`src/rtl/jtag_led_pkg.sv`:
```
// rtl/jtag_led_pkg.sv - opcodes, LED modes and helpers for the JTAG LED engine
package jtag_led_pkg;

  typedef enum logic [1:0] {OP_LOAD_LO, OP_LOAD_HI, OP_MODE, OP_SPEED} opcode_e;
  typedef enum logic [1:0] {M_STATIC, M_BLINK, M_ROTATE, M_COUNT} mode_e;

  localparam logic [5:0] RESET_SPEED = 6'd8;

  function automatic logic [7:0] rotl8(input logic [7:0] v);
    return {v[6:0], v[7]};
  endfunction

  function automatic logic [7:0] rotr8(input logic [7:0] v);
    return {v[0], v[7:1]};
  endfunction

endpackage

```
`src/rtl/cdc_toggle_sync.sv`:
```
// rtl/cdc_toggle_sync.sv - toggle synchroniser with arm window, emits a one-cycle pulse plus captured data
module cdc_toggle_sync #(
  parameter int SYNC_STAGES = 2,
  parameter int DATA_W      = 8
) (
  input  logic              clk,
  input  logic              rst,
  input  logic              toggle_i,
  input  logic [DATA_W-1:0] data_i,
  output logic              pulse_o,
  output logic [DATA_W-1:0] data_o
);

  localparam int ARM_MAX = SYNC_STAGES + 1;
  localparam int ARM_W   = $clog2(ARM_MAX + 1);

  if (SYNC_STAGES < 2) begin : g_bad_stages
    $error("SYNC_STAGES must be >= 2");
  end

  logic [SYNC_STAGES-1:0] sync_q;
  logic                   prev_q;
  logic                   pulse_q;
  logic [ARM_W-1:0]       arm_q;
  logic [DATA_W-1:0]      data_q;
  logic                   armed;
  logic                   edge_seen;

  // prev_q follows the synchroniser even while disarmed, so the level at release is never an edge
  assign armed     = (arm_q == ARM_W'(ARM_MAX));
  assign edge_seen = sync_q[SYNC_STAGES-1] ^ prev_q;

  always_ff @(posedge clk or posedge rst) begin
    if (rst) begin
      sync_q  <= '0;
      prev_q  <= 1'b0;
      pulse_q <= 1'b0;
      arm_q   <= '0;
      data_q  <= '0;
    end else begin
      sync_q  <= {sync_q[SYNC_STAGES-2:0], toggle_i};
      prev_q  <= sync_q[SYNC_STAGES-1];
      pulse_q <= armed & edge_seen;
      if (!armed) arm_q <= arm_q + ARM_W'(1);
      if (armed && edge_seen) data_q <= data_i;
    end
  end

  assign pulse_o = pulse_q;
  assign data_o  = data_q;

endmodule

```
`src/rtl/jtag_led_engine.sv`:
```
// rtl/jtag_led_engine.sv - decodes JTAG command bytes and drives LEDR patterns
// JTAG_LED_SW_OVERRIDE_EN: sw[0] freezes stepping, sw[1] reverses ROTATE/COUNT direction.
module jtag_led_engine
  import jtag_led_pkg::*;
#(
  parameter int CLK_HZ      = 50_000_000,
  parameter int TICK_HZ     = 8,
  parameter int SYNC_STAGES = 2
) (
  input  logic       CLOCK_50,
  input  logic       aclr,
  input  logic [7:0] cmd_data,
  input  logic       cmd_toggle,
  input  logic [3:0] sw,
  output logic [7:0] LEDR,
  output logic       cmd_ack,
  output logic [1:0] mode
);

  localparam int TICK_DIV = CLK_HZ / TICK_HZ;
  localparam int PRESC_W  = (TICK_DIV < 2) ? 1 : $clog2(TICK_DIV);

  if (TICK_DIV < 2) begin : g_bad_div
    $error("TICK_DIV must be >= 2");
  end

  logic              cmd_valid;
  logic [7:0]        cmd_byte;
  logic              freeze;
  logic              dir_rev;
  logic [PRESC_W-1:0] presc_q, presc_d;
  logic [5:0]        step_cnt_q, step_cnt_d, speed_q, speed_d, speed_eff;
  logic [7:0]        pattern_q, pattern_d, work_q, work_d, led_q, led_d;
  logic              phase_q, phase_d, ack_q;
  mode_e             mode_q, mode_d;
  logic              tick, step;
  opcode_e           op;
  logic [5:0]        arg;

  cdc_toggle_sync #(.SYNC_STAGES(SYNC_STAGES), .DATA_W(8)) u_sync (
    .clk      (CLOCK_50),
    .rst      (aclr),
    .toggle_i (cmd_toggle),
    .data_i   (cmd_data),
    .pulse_o  (cmd_valid),
    .data_o   (cmd_byte)
  );

`ifdef JTAG_LED_SW_OVERRIDE_EN
  logic [1:0] sw_meta_q, sw_sync_q;
  logic       unused_sw_hi;
  assign unused_sw_hi = ^sw[3:2];
  always_ff @(posedge CLOCK_50 or posedge aclr) begin
    if (aclr) begin
      sw_meta_q <= '0;
      sw_sync_q <= '0;
    end else begin
      sw_meta_q <= sw[1:0];
      sw_sync_q <= sw_meta_q;
    end
  end
  assign freeze  = sw_sync_q[0];
  assign dir_rev = sw_sync_q[1];
`else
  logic unused_sw;
  assign unused_sw = ^sw;
  assign freeze    = 1'b0;
  assign dir_rev   = 1'b0;
`endif

  assign op        = opcode_e'(cmd_byte[7:6]);
  assign arg       = cmd_byte[5:0];
  assign speed_eff = (speed_q == 6'd0) ? 6'd1 : speed_q;
  assign tick      = (presc_q == PRESC_W'(TICK_DIV - 1));

  always_ff @(posedge CLOCK_50 or posedge aclr) begin
    if (aclr) begin
      presc_q    <= '0;
      step_cnt_q <= '0;
      speed_q    <= RESET_SPEED;
      pattern_q  <= '0;
      work_q     <= '0;
      phase_q    <= 1'b0;
      mode_q     <= M_STATIC;
      led_q      <= '0;
      ack_q      <= 1'b0;
    end else begin
      presc_q    <= presc_d;
      step_cnt_q <= step_cnt_d;
      speed_q    <= speed_d;
      pattern_q  <= pattern_d;
      work_q     <= work_d;
      phase_q    <= phase_d;
      mode_q     <= mode_d;
      led_q      <= led_d;
      ack_q      <= cmd_valid;
    end
  end

  always_comb begin
    presc_d    = tick ? '0 : presc_q + PRESC_W'(1);
    step       = 1'b0;
    step_cnt_d = step_cnt_q;
    if (tick && !freeze) begin
      if (step_cnt_q == speed_eff - 6'd1) begin
        step       = 1'b1;
        step_cnt_d = '0;
      end else begin
        step_cnt_d = step_cnt_q + 6'd1;
      end
    end
    pattern_d = pattern_q;
    work_d    = work_q;
    phase_d   = phase_q;
    mode_d    = mode_q;
    speed_d   = speed_q;
    // a command in the same cycle as a step suppresses that step
    if (cmd_valid) begin
      unique case (op)
        OP_LOAD_LO: pattern_d[3:0] = arg[3:0];
        OP_LOAD_HI: pattern_d[7:4] = arg[3:0];
        OP_MODE: begin
          mode_d     = mode_e'(arg[1:0]);
          phase_d    = 1'b0;
          step_cnt_d = '0;
          work_d     = (mode_d == M_ROTATE) ? pattern_q : 8'h00;
        end
        OP_SPEED: begin
          speed_d    = arg;
          step_cnt_d = '0;
        end
      endcase
      if (mode_q == M_ROTATE && (op == OP_LOAD_LO || op == OP_LOAD_HI)) work_d = pattern_d;
    end else if (step) begin
      unique case (mode_q)
        M_BLINK:  phase_d = ~phase_q;
        M_ROTATE: work_d  = dir_rev ? rotr8(work_q) : rotl8(work_q);
        M_COUNT:  work_d  = dir_rev ? work_q - 8'd1 : work_q + 8'd1;
        default:  ;
      endcase
    end
  end

  always_comb begin
    unique case (mode_d)
      M_STATIC: led_d = pattern_d;
      M_BLINK:  led_d = phase_d ? pattern_d : 8'h00;
      default:  led_d = work_d;
    endcase
  end

  assign LEDR    = led_q;
  assign cmd_ack = ack_q;
  assign mode    = mode_q;

endmodule

```
`config.mk`:
```
export PLATFORM = sky130hd
export DESIGN_NAME = jtag_led_engine
export DESIGN_NICKNAME = d
export VERILOG_FILES = /design/src/rtl/jtag_led_pkg.sv /design/src/rtl/cdc_toggle_sync.sv /design/src/rtl/jtag_led_engine.sv
export SDC_FILE = /design/constraint.sdc
export NUM_CORES = 1
export LEC_CHECK = 0
export CAP_MARGIN = 10
export CORE_MARGIN = 3
export CORE_UTILIZATION = 40
export CTS_BUF_LIST = sky130_fd_sc_hd__clkbuf_8 sky130_fd_sc_hd__clkbuf_16
export CTS_CLUSTER_DIAMETER = 80
export DETAILED_ROUTE_END_ITERATION = 10
export GPL_TIMING_DRIVEN = 0
export HOLD_SLACK_MARGIN = 0.1
export PLACE_DENSITY = 0.55
export SETUP_SLACK_MARGIN = 0.1
export SYNTH_ARGS = -nofsm -noshare
export SYNTH_HDL_FRONTEND = slang
export SYNTH_SLANG_ARGS = --single-unit
```
`constraint.sdc`:
```
create_clock -name CLOCK_50 -period 3.5 [get_ports CLOCK_50]
set_input_delay 0.7 -clock CLOCK_50 [delete_from_list [all_inputs] [get_ports CLOCK_50]]
set_output_delay 0.7 -clock CLOCK_50 [all_outputs]
set_load 0.02 [all_outputs]
```
==> results.sh, run 1 <==
export IMPL_drt_antenna_violating_nets=0
export IMPL_yosysTopAreaCell="dfrtp_1"
export IMPL_synth_top_cells_by_area="dfrtp_1 (48%), nand2_1 (5.0%), mux2_2 (4.0%), xor2_1 (3.6%), xnor2_1 (3.3%)"
export IMPL_io_buffers=21
export IMPL_wl_um=8627
export IMPL_finalCriticalPeriod_ps=3038
export IMPL_critPathCaptureType="flip-flop"
export IMPL_fp_dieArea_um2=11080
export IMPL_hold_ws_ps=363.2
export IMPL_antenna_cells=0
export IMPL_critical_path_required_ps=3800
export IMPL_fmax_mhz=329.1
export IMPL_holdPathStages=0
export IMPL_cts_resized_gates=0
export IMPL_cts_root_buf="clkbuf_8"
export IMPL_worst_pin_slew_ps=939.8
export IMPL_synth_area_um2=3940
export IMPL_utilization_pct=48.36
export IMPL_status="finished, final reports clean"
export IMPL_layout_nets=433
export IMPL_yosysUniqueCellTypes=56
export IMPL_die_x_um=105.2
export IMPL_start_util_pct=41.85
export IMPL_syn_mean_instance_area_um2=10.37
export IMPL_synth_seq_cells=77
export IMPL_core_area_um2=9415
export IMPL_worstPathMaxFanout=7
export IMPL_first_pass_iters=4
export IMPL_r2r_setup_slack_ps=460
export IMPL_p_leak_nw=1.959
export IMPL_crit_arrival_ps=3340
export IMPL_r2r_start="speed_q[2]$_DFFE_PP0P_"
export IMPL_final_cells=547
export IMPL_grt_start_max_net_pins=54
export IMPL_cts_setup_buffers=0
export IMPL_ys_async_sr_fraction_pct=100.0
export IMPL_min_period_over_period_pct=86.81
export IMPL_power_mw=3.158
export IMPL_synth_commonest_cells="dfrtp_1 (76), nand2_1 (53), nor2_1 (29)"
export IMPL_drive_gt1_share_pct=12.44
export IMPL_areaGrowthSynthToFinish_pct=15.56
export IMPL_finClkSkew_ps=8.749
export IMPL_rsz0062_at_grt="no"
export IMPL_synth_seq_area_share_pct=48.94
export IMPL_cts_max_level=3
export IMPL_timing_final_ws_setup_ps=461.8
export IMPL_r2r_cells=11
export IMPL_hold_buffers=0
export IMPL_synth_edf_count=0
export IMPL_hp_class="flip-flop to flip-flop"
export IMPL_synth_top_area_share_pct=48.27
export IMPL_report_final_slew_viol_count=0
export IMPL_start_kind="flip-flop"
export IMPL_fp_row_count=35
export IMPL_crit_type="flip-flop to flip-flop"
export IMPL_rr_endpoint="LEDR[0]$_DFF_PP0_"
export IMPL_numCtsBuffers=9
export IMPL_min_from="u_sync.sync_q[0]$_DFF_PP0_"
export IMPL_clock_sinks=77
export IMPL_finalWeightedCongestion=0.8128
export IMPL_maxSlewHeadroom_pct=35.55
export IMPL_drtIter0Drc=118
export IMPL_antenna_found_initial=0
export IMPL_num_vias=2917
export IMPL_syn_nets=400
export IMPL_ios=26
export IMPL_yosysMostFrequentCell="dfrtp_1"
export IMPL_finalSetupViolCount=0
export IMPL_place_area_um2=4342
export IMPL_holdPathEnd="u_sync.sync_q[1]$_DFF_PP0_"
export IMPL_clk_insertion_delay_late_ps=360
export IMPL_yosys_warnings=0
export IMPL_peakVddDrop_mv=0.3736
export IMPL_timing_max_cap_violations=0
export IMPL_dp_cells=531
export IMPL_powerDensity_nw_per_um2=693.7
export IMPL_grt_pass1_vias=3048
export IMPL_wl_per_cell_um=15.77
export IMPL_syn_inst=380
export IMPL_drc=0
export IMPL_dp_hpwl_um=6094
export IMPL_cts_buffer_depth=2
export IMPL_die_h_um=105.2
export IMPL_finalSetupTns_ps=0
export IMPL_track_usage_pct=16.98
export IMPL_fin_area_um2=4553
export IMPL_dpl_worst_slack_ps=457.0
export IMPL_grt_pass1_wl_um=15120
export IMPL_cts_tree="yes"
export IMPL_ys_flop_type="dfrtp_1"
export IMPL_clkTransAtPathRegs_ps=80
export IMPL_hold_violations=0
export IMPL_globalRouteOverflowTotal=0
export IMPL_vias_per_cell=5.333
-- placed cells by master, fill, tap and decap left out, types with 9 or more instances in the layout --
master	instances
nand2_1	53
a21oi_1	14
mux2i_1	10
nand3_1	9
xnor2_1	15
mux2_2	14
clkdlybuf4s50_1	21
nor2_1	29
o21ai_0	16
dfrtp_1	76
clkbuf_8	12
xor2_1	16
and3_1	9
clkbuf_1	9
-- routing by layer --
| metal | part of all wire, % | GRT usage [%] | up-vias |
|---|---|---|---|
| met3 | 4.4 | 4.838 | 10 |
| met4 | 1.4 | 4.499 | 0 |
| met1 | 49 | 23.27 | 1443 |
| li1 | - | - | 1415 |
| met5 | 0 | 0 | - |
| met2 | 45 | 26.41 | 49 |
-- final cells by class --
| class | count | area, um2 |
|---|---|---|
| fillers | 891 | 4862 |
| flip-flops and latches | 77 | 1928 |
| multi-input cells | 277 | 1911 |
| repair buffers | 22 | 237.7 |
| clock buffers | 12 | 165.2 |
| well taps | 129 | 161.4 |
| plain buffers | 15 | 60.06 |
| clock inverters | 4 | 46.29 |
| inverters | 11 | 43.79 |
-- worst max-delay path by stage --
stage / startpoint / end / slack, ps / cells after the start
4_1_cts: speed_q[2]$_DFFE_PP0P_ / LEDR[1]$_DFF_PP0_ / 450 / 11
5_1_grt: speed_q[2]$_DFFE_PP0P_ / LEDR[0]$_DFF_PP0_ / 200 / 11
3_3_place_gp: aclr / presc_q[2]$_DFF_PP0_ / -480 / 2
6_report: speed_q[2]$_DFFE_PP0P_ / LEDR[0]$_DFF_PP0_ / 460 / 11
3_5_place_dp: speed_q[2]$_DFFE_PP0P_ / LEDR[1]$_DFF_PP0_ / 460 / 11
2_1_floorplan: speed_q[2]$_DFFE_PP0P_ / LEDR[0]$_DFF_PP0_ / 720 / 11
-- registers in the layout, indices dropped and copies added (netlist names) --
register and flops:
presc_q 23, LEDR 8, pattern_q 8, u_sync.data_o 8
work_q 8, speed_q 6, step_cnt_q 6, mode 2
u_sync.arm_q 2, u_sync.sync_q 2, cmd_ack 1, phase_q 1
u_sync.prev_q 1, u_sync.pulse_o 1
-- critical path, cell delays in order, from the launching register on --
cell and delay [ps]:
dfrtp_1 430, or4_4 560, nor2_1 100, nor2_1 50
ha_1 210, nor3b_1 150, xnor2_1 170, o2111ai_2 220
and4bb_4 420, mux2_4 360, nor3b_1 210, a21o_1 110
-- where the power goes --
| part | leakage [nW] | switching [mW] | internal, mW |
|---|---|---|---|
| Sequential | 0.966 | 0.195 | 1.09 |
| Combinational | 0.883 | 0.616 | 0.546 |
| Clock | 0.110 | 0.330 | 0.384 |
| Total | 1.96 | 1.14 | 2.02 |
-- kinds of logic (layout without fill, tap and decap cells) --
family                   count (synthesis)  in the layout  share of synthesized area (%)
XOR/XNOR                                31             31                          6.891
AND/OR/NAND/NOR                        141            141                          18.67
flip-flops                              77             77                          48.94
adder cells (fa/ha/maj)                  5              5                          1.588
buffers and inverters                   26             64                          2.572
multiplexers                            25             25                          6.923
AO/OA/AOI/OAI                           75             75                          14.42
No activity file was read; power rests on OpenSTA's default activity.
==> run 2: changes to the inputs <==
--- a/config.mk
+++ b/config.mk
@@ -6,7 +6,7 @@
 export NUM_CORES = 1
 export LEC_CHECK = 0
 export CAP_MARGIN = 10
-export CORE_MARGIN = 3
+export CORE_MARGIN = 4
 export CORE_UTILIZATION = 40
 export CTS_BUF_LIST = sky130_fd_sc_hd__clkbuf_8 sky130_fd_sc_hd__clkbuf_16
 export CTS_CLUSTER_DIAMETER = 80
@@ -15,6 +15,7 @@
 export HOLD_SLACK_MARGIN = 0.1
 export PLACE_DENSITY = 0.55
 export SETUP_SLACK_MARGIN = 0.1
+export SLEW_MARGIN = 20
 export SYNTH_ARGS = -nofsm -noshare
 export SYNTH_HDL_FRONTEND = slang
 export SYNTH_SLANG_ARGS = --single-unit
==> run 2 against run 1 <==
Effect of this change:
- via count up 0.34%
- core utilization up 0.31 points
- hold slack worse by 8.3 ps
- fmax down 0.50%
- sequential share of layout area down 0.27 points
- largest cell class unchanged
- total power up 3.4%
- worst setup slack worse by 15 ps
- non-clock buffer count unchanged
- sequential power about the same
==> results.sh, run 2 (synthesis gave the netlist of run 1 again) <==
export IMPL_status="finished, final reports clean"
export IMPL_hold_violations=0
export IMPL_ios=26
export IMPL_drc=0
export IMPL_cts_setup_buffers=0
export IMPL_track_usage_pct=16.04
export IMPL_finalSetupViolCount=0
export IMPL_hp_class="flip-flop to flip-flop"
export IMPL_rsz0062_at_grt="no"
export IMPL_antenna_found_initial=0
export IMPL_worstPathMaxFanout=7
export IMPL_grt_pass1_wl_um=14660
export IMPL_globalRouteOverflowTotal=0
export IMPL_wl_um=8575
export IMPL_die_x_um=107.2
export IMPL_drive_gt1_share_pct=12.68
export IMPL_cts_buffer_depth=2
export IMPL_powerDensity_nw_per_um2=713.0
export IMPL_drtIter0Drc=140
export IMPL_numCtsBuffers=9
export IMPL_drt_antenna_violating_nets=0
export IMPL_report_final_slew_viol_count=0
export IMPL_critPathCaptureType="flip-flop"
export IMPL_finClkSkew_ps=17.73
export IMPL_timing_max_cap_violations=0
export IMPL_top_register="presc_q"
export IMPL_r2r_setup_slack_ps=450
export IMPL_critPathSlowestCell="or4_4"
export IMPL_grt_start_max_net_pins=40
export IMPL_path_buf_inv=0
export IMPL_p_leak_nw=1.966
export IMPL_peakVddDrop_mv=0.3446
export IMPL_clock_sinks=77
export IMPL_start_kind="flip-flop"
export IMPL_hold_buffers=0
export IMPL_fillCellCount=864
export IMPL_cp_top_family="simple AND/OR/NAND/NOR gates"
export IMPL_fp_dieArea_um2=11500
export IMPL_io_buffers=21
export IMPL_fmax_mhz=327.5
export IMPL_num_vias=2927
export IMPL_first_pass_iters=4
export IMPL_finalSetupTns_ps=0
export IMPL_vias_per_cell=5.351
export IMPL_layout_commonest_cell="dfrtp_1"
export IMPL_r2r_start="speed_q[2]$_DFFE_PP0P_"
export IMPL_critical_path_required_ps=3790
export IMPL_min_period_over_period_pct=87.24
export IMPL_clk_insertion_delay_late_ps=360
export IMPL_antenna_cells=0
export IMPL_die_h_um=107.2
export IMPL_dp_hpwl_um=5976
export IMPL_path_cells="or4_4, nor2_1, nor2_1, ha_1, nor3b_1, xnor2_1, o2111ai_2, and4bb_4, mux2_4, nor3b_1, a21o_1"
export IMPL_largest_reg_flops=23
export IMPL_crit_arrival_ps=3340
export IMPL_cts_resized_gates=0
export IMPL_layout_nets=433
export IMPL_wl_per_cell_um=15.68
export IMPL_holdPathStages=0
export IMPL_maxSlewHeadroom_pct=33.62
export IMPL_critPathMaxStageDelay_ps=560
export IMPL_finalCriticalPeriod_ps=3053
export IMPL_cts_tree="yes"
export IMPL_clkTransAtPathRegs_ps=80
export IMPL_layout_common_cells="dfrtp_1 (76), nand2_1 (53), nor2_1 (29), clkdlybuf4s50_1 (21)"
export IMPL_cts_root_buf="clkbuf_8"
export IMPL_crit_type="flip-flop to flip-flop"
export IMPL_core_area_um2=9415
export IMPL_start_util_pct=41.85
export IMPL_fp_row_count=35
export IMPL_min_from="u_sync.sync_q[0]$_DFF_PP0_"
export IMPL_r2r_cells=11
export IMPL_grt_pass1_vias=2910
export IMPL_hold_ws_ps=354.9
export IMPL_rr_endpoint="LEDR[0]$_DFF_PP0_"
export IMPL_worst_pin_slew_ps=968.0
export IMPL_areaGrowthSynthToFinish_pct=16.29
export IMPL_cts_max_level=3
export IMPL_finalWeightedCongestion=0.8075
export IMPL_holdPathEnd="u_sync.sync_q[1]$_DFF_PP0_"
[run 2: cell count changes in the layout (fill, tap and decap cells not counted)]
| cell | change |
|---|---|
| inv_1 | -1 |
| clkbuf_8 | -3 |
| bufinv_16 | +2 |
| buf_12 | +1 |
| buf_16 | -1 |
| clkinv_4 | +3 |
| clkinv_2 | -1 |
[run 2: worst reg2reg max path, cell delays in order (launching register included)]
cell,delay [ps]
dfrtp_1,440
or4_4,560
nor2_1,100
nor2_1,50
ha_1,220
nor3b_1,150
xnor2_1,180
o2111ai_2,220
and4bb_4,420
mux2_4,360
nor3b_1,190
a21o_1,100
[run 2: worst max-delay path by stage]
stage,start,end,slack (ps),cells past startpoint
floorplan,speed_q[2]$_DFFE_PP0P_,LEDR[0]$_DFF_PP0_,720,11
global placement,aclr,presc_q[16]$_DFF_PP0_,-560,2
detailed placement,speed_q[2]$_DFFE_PP0P_,LEDR[1]$_DFF_PP0_,430,11
CTS,speed_q[2]$_DFFE_PP0P_,LEDR[0]$_DFF_PP0_,420,11
global route,speed_q[2]$_DFFE_PP0P_,LEDR[0]$_DFF_PP0_,240,11
finish,speed_q[2]$_DFFE_PP0P_,LEDR[0]$_DFF_PP0_,450,11
[run 2: through the flow]
stage | power [mW] | cell area [um2] | worst slack [ps] | util (%) | std cells
after global routing | 3.486 | 4582 | 236.2 | 48.66 | 547
after detailed placement | 2.452 | 4334 | 429.6 | 46.03 | 531
after global placement | 2.429 | 4312 | -563.6 | 45.79 | 530
after CTS | 3.291 | 4582 | 417.7 | 48.66 | 547
after floorplan | 2.098 | 3940 | 721.6 | - | 380
final | 3.267 | 4582 | 446.5 | 48.66 | 547
[run 2: power breakdown]
part | total [mW] | internal (mW) | switching (mW) | leakage (nW)
clock | 0.825 | 0.477 | 0.348 | 0.120
combinational | 1.16 | 0.544 | 0.615 | 0.880
sequential | 1.28 | 1.09 | 0.195 | 0.966
total | 3.27 | 2.11 | 1.16 | 1.97
[run 2: layer usage]
metal,vias to the layer above,track usage [%],routed length (um)
met2,65,24.53,3804
met4,0,5.023,121
met3,9,3.010,379
li1,1416,-,-
met5,-,0,0
met1,1437,22.95,4270
[run 2: area by class of cell]
type	instances	area (um2)	area share, %
multi-input combinational	277	1911	41.70
timing repair buffer	22	230.2	5.025
clock inverter	7	123.9	2.703
buffer	15	60.06	1.311
clock buffer	9	123.9	2.703
sequential	77	1928	42.08
inverter	11	43.79	0.9558
tap	129	161.4	3.523
==> run 3: changes to the inputs <==
--- a/config.mk
+++ b/config.mk
@@ -5,6 +5,7 @@
 export SDC_FILE = /design/constraint.sdc
 export NUM_CORES = 1
 export LEC_CHECK = 0
+export ABC_AREA = 1
 export CAP_MARGIN = 10
 export CORE_MARGIN = 4
 export CORE_UTILIZATION = 40
@@ -13,7 +14,6 @@
 export DETAILED_ROUTE_END_ITERATION = 10
 export GPL_TIMING_DRIVEN = 0
 export HOLD_SLACK_MARGIN = 0.1
-export PLACE_DENSITY = 0.55
 export SETUP_SLACK_MARGIN = 0.1
 export SLEW_MARGIN = 20
 export SYNTH_ARGS = -nofsm -noshare
==> run 3 against run 2 <==
Effect of this change:
- core utilization decreased by 2.5 points
- global-route usage grew 1.0 points
- final cell count is 37% higher
- via count grew 28%
- highest routed layer unchanged
==> results.sh, run 3 <==
export IMPL_cts_max_level=3
export IMPL_finalCriticalPeriod_ps=2401
export IMPL_syn_nets=589
export IMPL_hold_violations=0
export IMPL_crit_arrival_ps=2670
export IMPL_p_leak_nw=2.359
export IMPL_dp_cells=731
export IMPL_crit_top_cell="nand2_1"
export IMPL_cp_top_family="simple AND/OR/NAND/NOR gates"
export IMPL_start_kind="flip-flop"
export IMPL_r2r_setup_slack_ps=1100
export IMPL_drtIter0Drc=380
export IMPL_syn_inst=569
export IMPL_top_register="presc_q"
export IMPL_grt_pass1_vias=3692
export IMPL_hold_buffers=0
export IMPL_status="finished, final reports clean"
export IMPL_crit_type="flip-flop to flip-flop"
export IMPL_synth_top_area_share_pct=43.04
export IMPL_switching_power_mw=1.159
export IMPL_die_h_um=113.1
export IMPL_antenna_found_initial=0
export IMPL_yosys_warnings=0
export IMPL_yosysUniqueCellTypes=43
export IMPL_synth_top_cells_by_area="dfrtp_1 (43%), nand2_1 (12%), inv_1 (7.6%), o21ai_0 (4.4%), nor2_1 (3.7%)"
export IMPL_min_from="u_sync.sync_q[0]$_DFF_PP0_"
export IMPL_timing_final_ws_setup_ps=1099
export IMPL_power_internal_mw=1.709
export IMPL_switching_share_pct=40.40
export IMPL_num_vias=3742
export IMPL_maxSlewHeadroom_pct=49.98
export IMPL_dpl_worst_slack_ps=1095
export IMPL_finalWeightedCongestion=0.8840
export IMPL_cts_buffer_depth=2
export IMPL_holdPathEnd="u_sync.sync_q[1]$_DFF_PP0_"
export IMPL_power_frac_clock_pct=21.3
export IMPL_sequentialPowerShare_pct=40.9
export IMPL_ys_async_sr_fraction_pct=100.0
export IMPL_fmax_mhz=416.4
export IMPL_final_cells=747
export IMPL_yosysMostFrequentCell="nand2_1"
export IMPL_r2r_start="speed_q[2]$_DFFE_PP0P_"
export IMPL_worst_pin_slew_ps=745.3
export IMPL_syn_mean_instance_area_um2=7.767
export IMPL_powerDensity_nw_per_um2=572.5
export IMPL_start_util_pct=40.77
export IMPL_path_cells="nor2_4, nand3_2, nand2_1, inv_1, ha_1, xor2_1, nand2_1, nor2_1, nand2_1, nor2_2, nand4_1, nand2_1, nand3_4, nand2_1, nand2_1"
export IMPL_layout_commonest_cell="nand2_1"
export IMPL_hold_ws_ps=359.7
export IMPL_clock_sinks=77
export IMPL_rr_endpoint="LEDR[0]$_DFF_PP0_"
export IMPL_critPathSlowestCell="dfrtp_1"
export IMPL_timing_max_cap_violations=0
export IMPL_rsz0062_at_grt="no"
export IMPL_min_period_over_period_pct=68.61
export IMPL_layout_nets=622
export IMPL_grt_pass1_wl_um=17490
export IMPL_synth_edf_count=0
export IMPL_dp_hpwl_um=7553
export IMPL_globalRouteOverflowTotal=0
export IMPL_layout_common_cells="nand2_1 (141), inv_1 (89), dfrtp_1 (76), nor2_1 (44), o21ai_0 (39)"
export IMPL_drive_gt1_share_pct=11.37
export IMPL_ios=26
export IMPL_core_area_um2=10840
export IMPL_areaGrowthSynthToFinish_pct=13.36
export IMPL_r2r_cells=15
export IMPL_drc=0
export IMPL_wl_per_cell_um=13.39
export IMPL_cts_setup_buffers=0
export IMPL_wl_um=10010
export IMPL_yosysTopAreaCell="dfrtp_1"
export IMPL_synth_seq_area_share_pct=43.63
export IMPL_synth_area_um2=4419
export IMPL_ys_flop_type="dfrtp_1"
export IMPL_largest_reg_flops=23
export IMPL_critPathMaxStageDelay_ps=460
export IMPL_report_final_slew_viol_count=0
export IMPL_synth_commonest_cells="nand2_1 (141), inv_1 (89), dfrtp_1 (76)"
export IMPL_hp_class="flip-flop to flip-flop"
export IMPL_numCtsBuffers=9
export IMPL_fp_row_count=38
export IMPL_antenna_cells=0
export IMPL_cts_root_buf="clkbuf_8"
export IMPL_path_buf_inv=1
export IMPL_clkTransAtPathRegs_ps=80
export IMPL_vias_per_cell=5.009
export IMPL_synth_seq_cells=77
export IMPL_cts_resized_gates=0
export IMPL_die_x_um=113.1
export IMPL_critPathCaptureType="flip-flop"
export IMPL_cp_startpoint="speed_q[2]$_DFFE_PP0P_"
export IMPL_finalSetupViolCount=0
export IMPL_finClkSkew_ps=13.75
export IMPL_p_comb_share_pct=37.8
export IMPL_cts_tree="yes"
export IMPL_track_usage_pct=17.07
export IMPL_fp_dieArea_um2=12790
export IMPL_grt_start_max_net_pins=53
export IMPL_holdPathStages=0
export IMPL_clk_insertion_delay_late_ps=370
export IMPL_critical_path_required_ps=3760
export IMPL_io_buffers=21
export IMPL_worstPathMaxFanout=8
export IMPL_first_pass_iters=5
export IMPL_peakVddDrop_mv=0.4350
export IMPL_drt_antenna_violating_nets=0
==> run 3: cell count changes in the layout (fill, tap and decap cells not counted), moves of 12 or more <==
cell / change
inv_1: +82
mux2_2: -12
nand2_1: +88
nand3_1: +21
nand4_1: +14
nor2_1: +15
o21ai_0: +23
xnor2_1: -14
==> run 3: how the worst max path moves through the flow <==
stage | cells past startpoint | slack [ps] | to
global route | 15 | 790 | LEDR[0]$_DFF_PP0_
global placement | 2 | -560 | u_sync.sync_q[0]$_DFF_PP0_
CTS | 15 | 1070 | LEDR[0]$_DFF_PP0_
floorplan | 1 | 830 | LEDR[0]$_DFF_PP0_
detailed placement | 15 | 1100 | LEDR[1]$_DFF_PP0_
finish | 15 | 1100 | LEDR[0]$_DFF_PP0_
==> run 3: cell type report <==
cell class                 instances  area (um2)
fill                            1081        5831
multi-input combinational        388        2090
sequential                        77        1928
inverter                          95       359.1
timing repair buffer              22       237.7
tap                              140       175.2
clock buffer                      10       137.6
buffer                             9       45.04
clock inverter                     6       37.54
==> run 3: cell families (layout without fill, tap and decap cells) <==
logic type      count (synthesis)  count (layout)  synth area share (%)
mux                             2               2                0.5096
simple gates                  290             290                 32.13
compound gates                 81              81                 11.24
xor+xnor                       10              10                 1.982
fa+ha+maj                       5               5                 1.416
flops                          77              77                 43.63
buf+inv                       104             142                 9.088
==> run 3: power groups by stage <==
stage | Clock [mW] | Sequential [mW] | Combinational [mW]
2_1_floorplan | 0 | 1.22 | 0.729
3_3_place_gp | 0 | 1.18 | 1.06
3_5_place_dp | 0 | 1.19 | 1.08
4_1_cts | 0.636 | 1.17 | 1.09
5_1_grt | 0.675 | 1.19 | 1.23
6_report | 0.611 | 1.17 | 1.09
==> run 3: metrics by stage <==
step / cell area, um2 / setup TNS [ps] / total power, mW / utilization [%]
finish: 5010 / 0 / 2.868 / 46.21
detailed placement: 4835 / 0 / 2.272 / 44.60
global route: 5010 / 0 / 3.099 / 46.21
CTS: 5010 / 0 / 2.894 / 46.21
global placement: 4805 / -41870 / 2.244 / 44.32
floorplan: 4419 / 0 / 1.944 / -
==> run 3: metal layers <==
layer	wire length (um)	GRT usage, %	vias up
met3	498	5.134	9
met1	4604	21.91	1717
met4	147	5.929	0
met2	4756	27.49	93
met5	0	0	-
li1	-	-	1923
==> run 3: worst reg2reg max path, delay by kind of cell (launching register included) <==
kind                       cells  cell delay, ps
xor gates and xnor gates       1             170
adders and majority gates      1             290
buffers and inverters          1              50
DFF                            1             460
and+or+nand+nor               12            1320
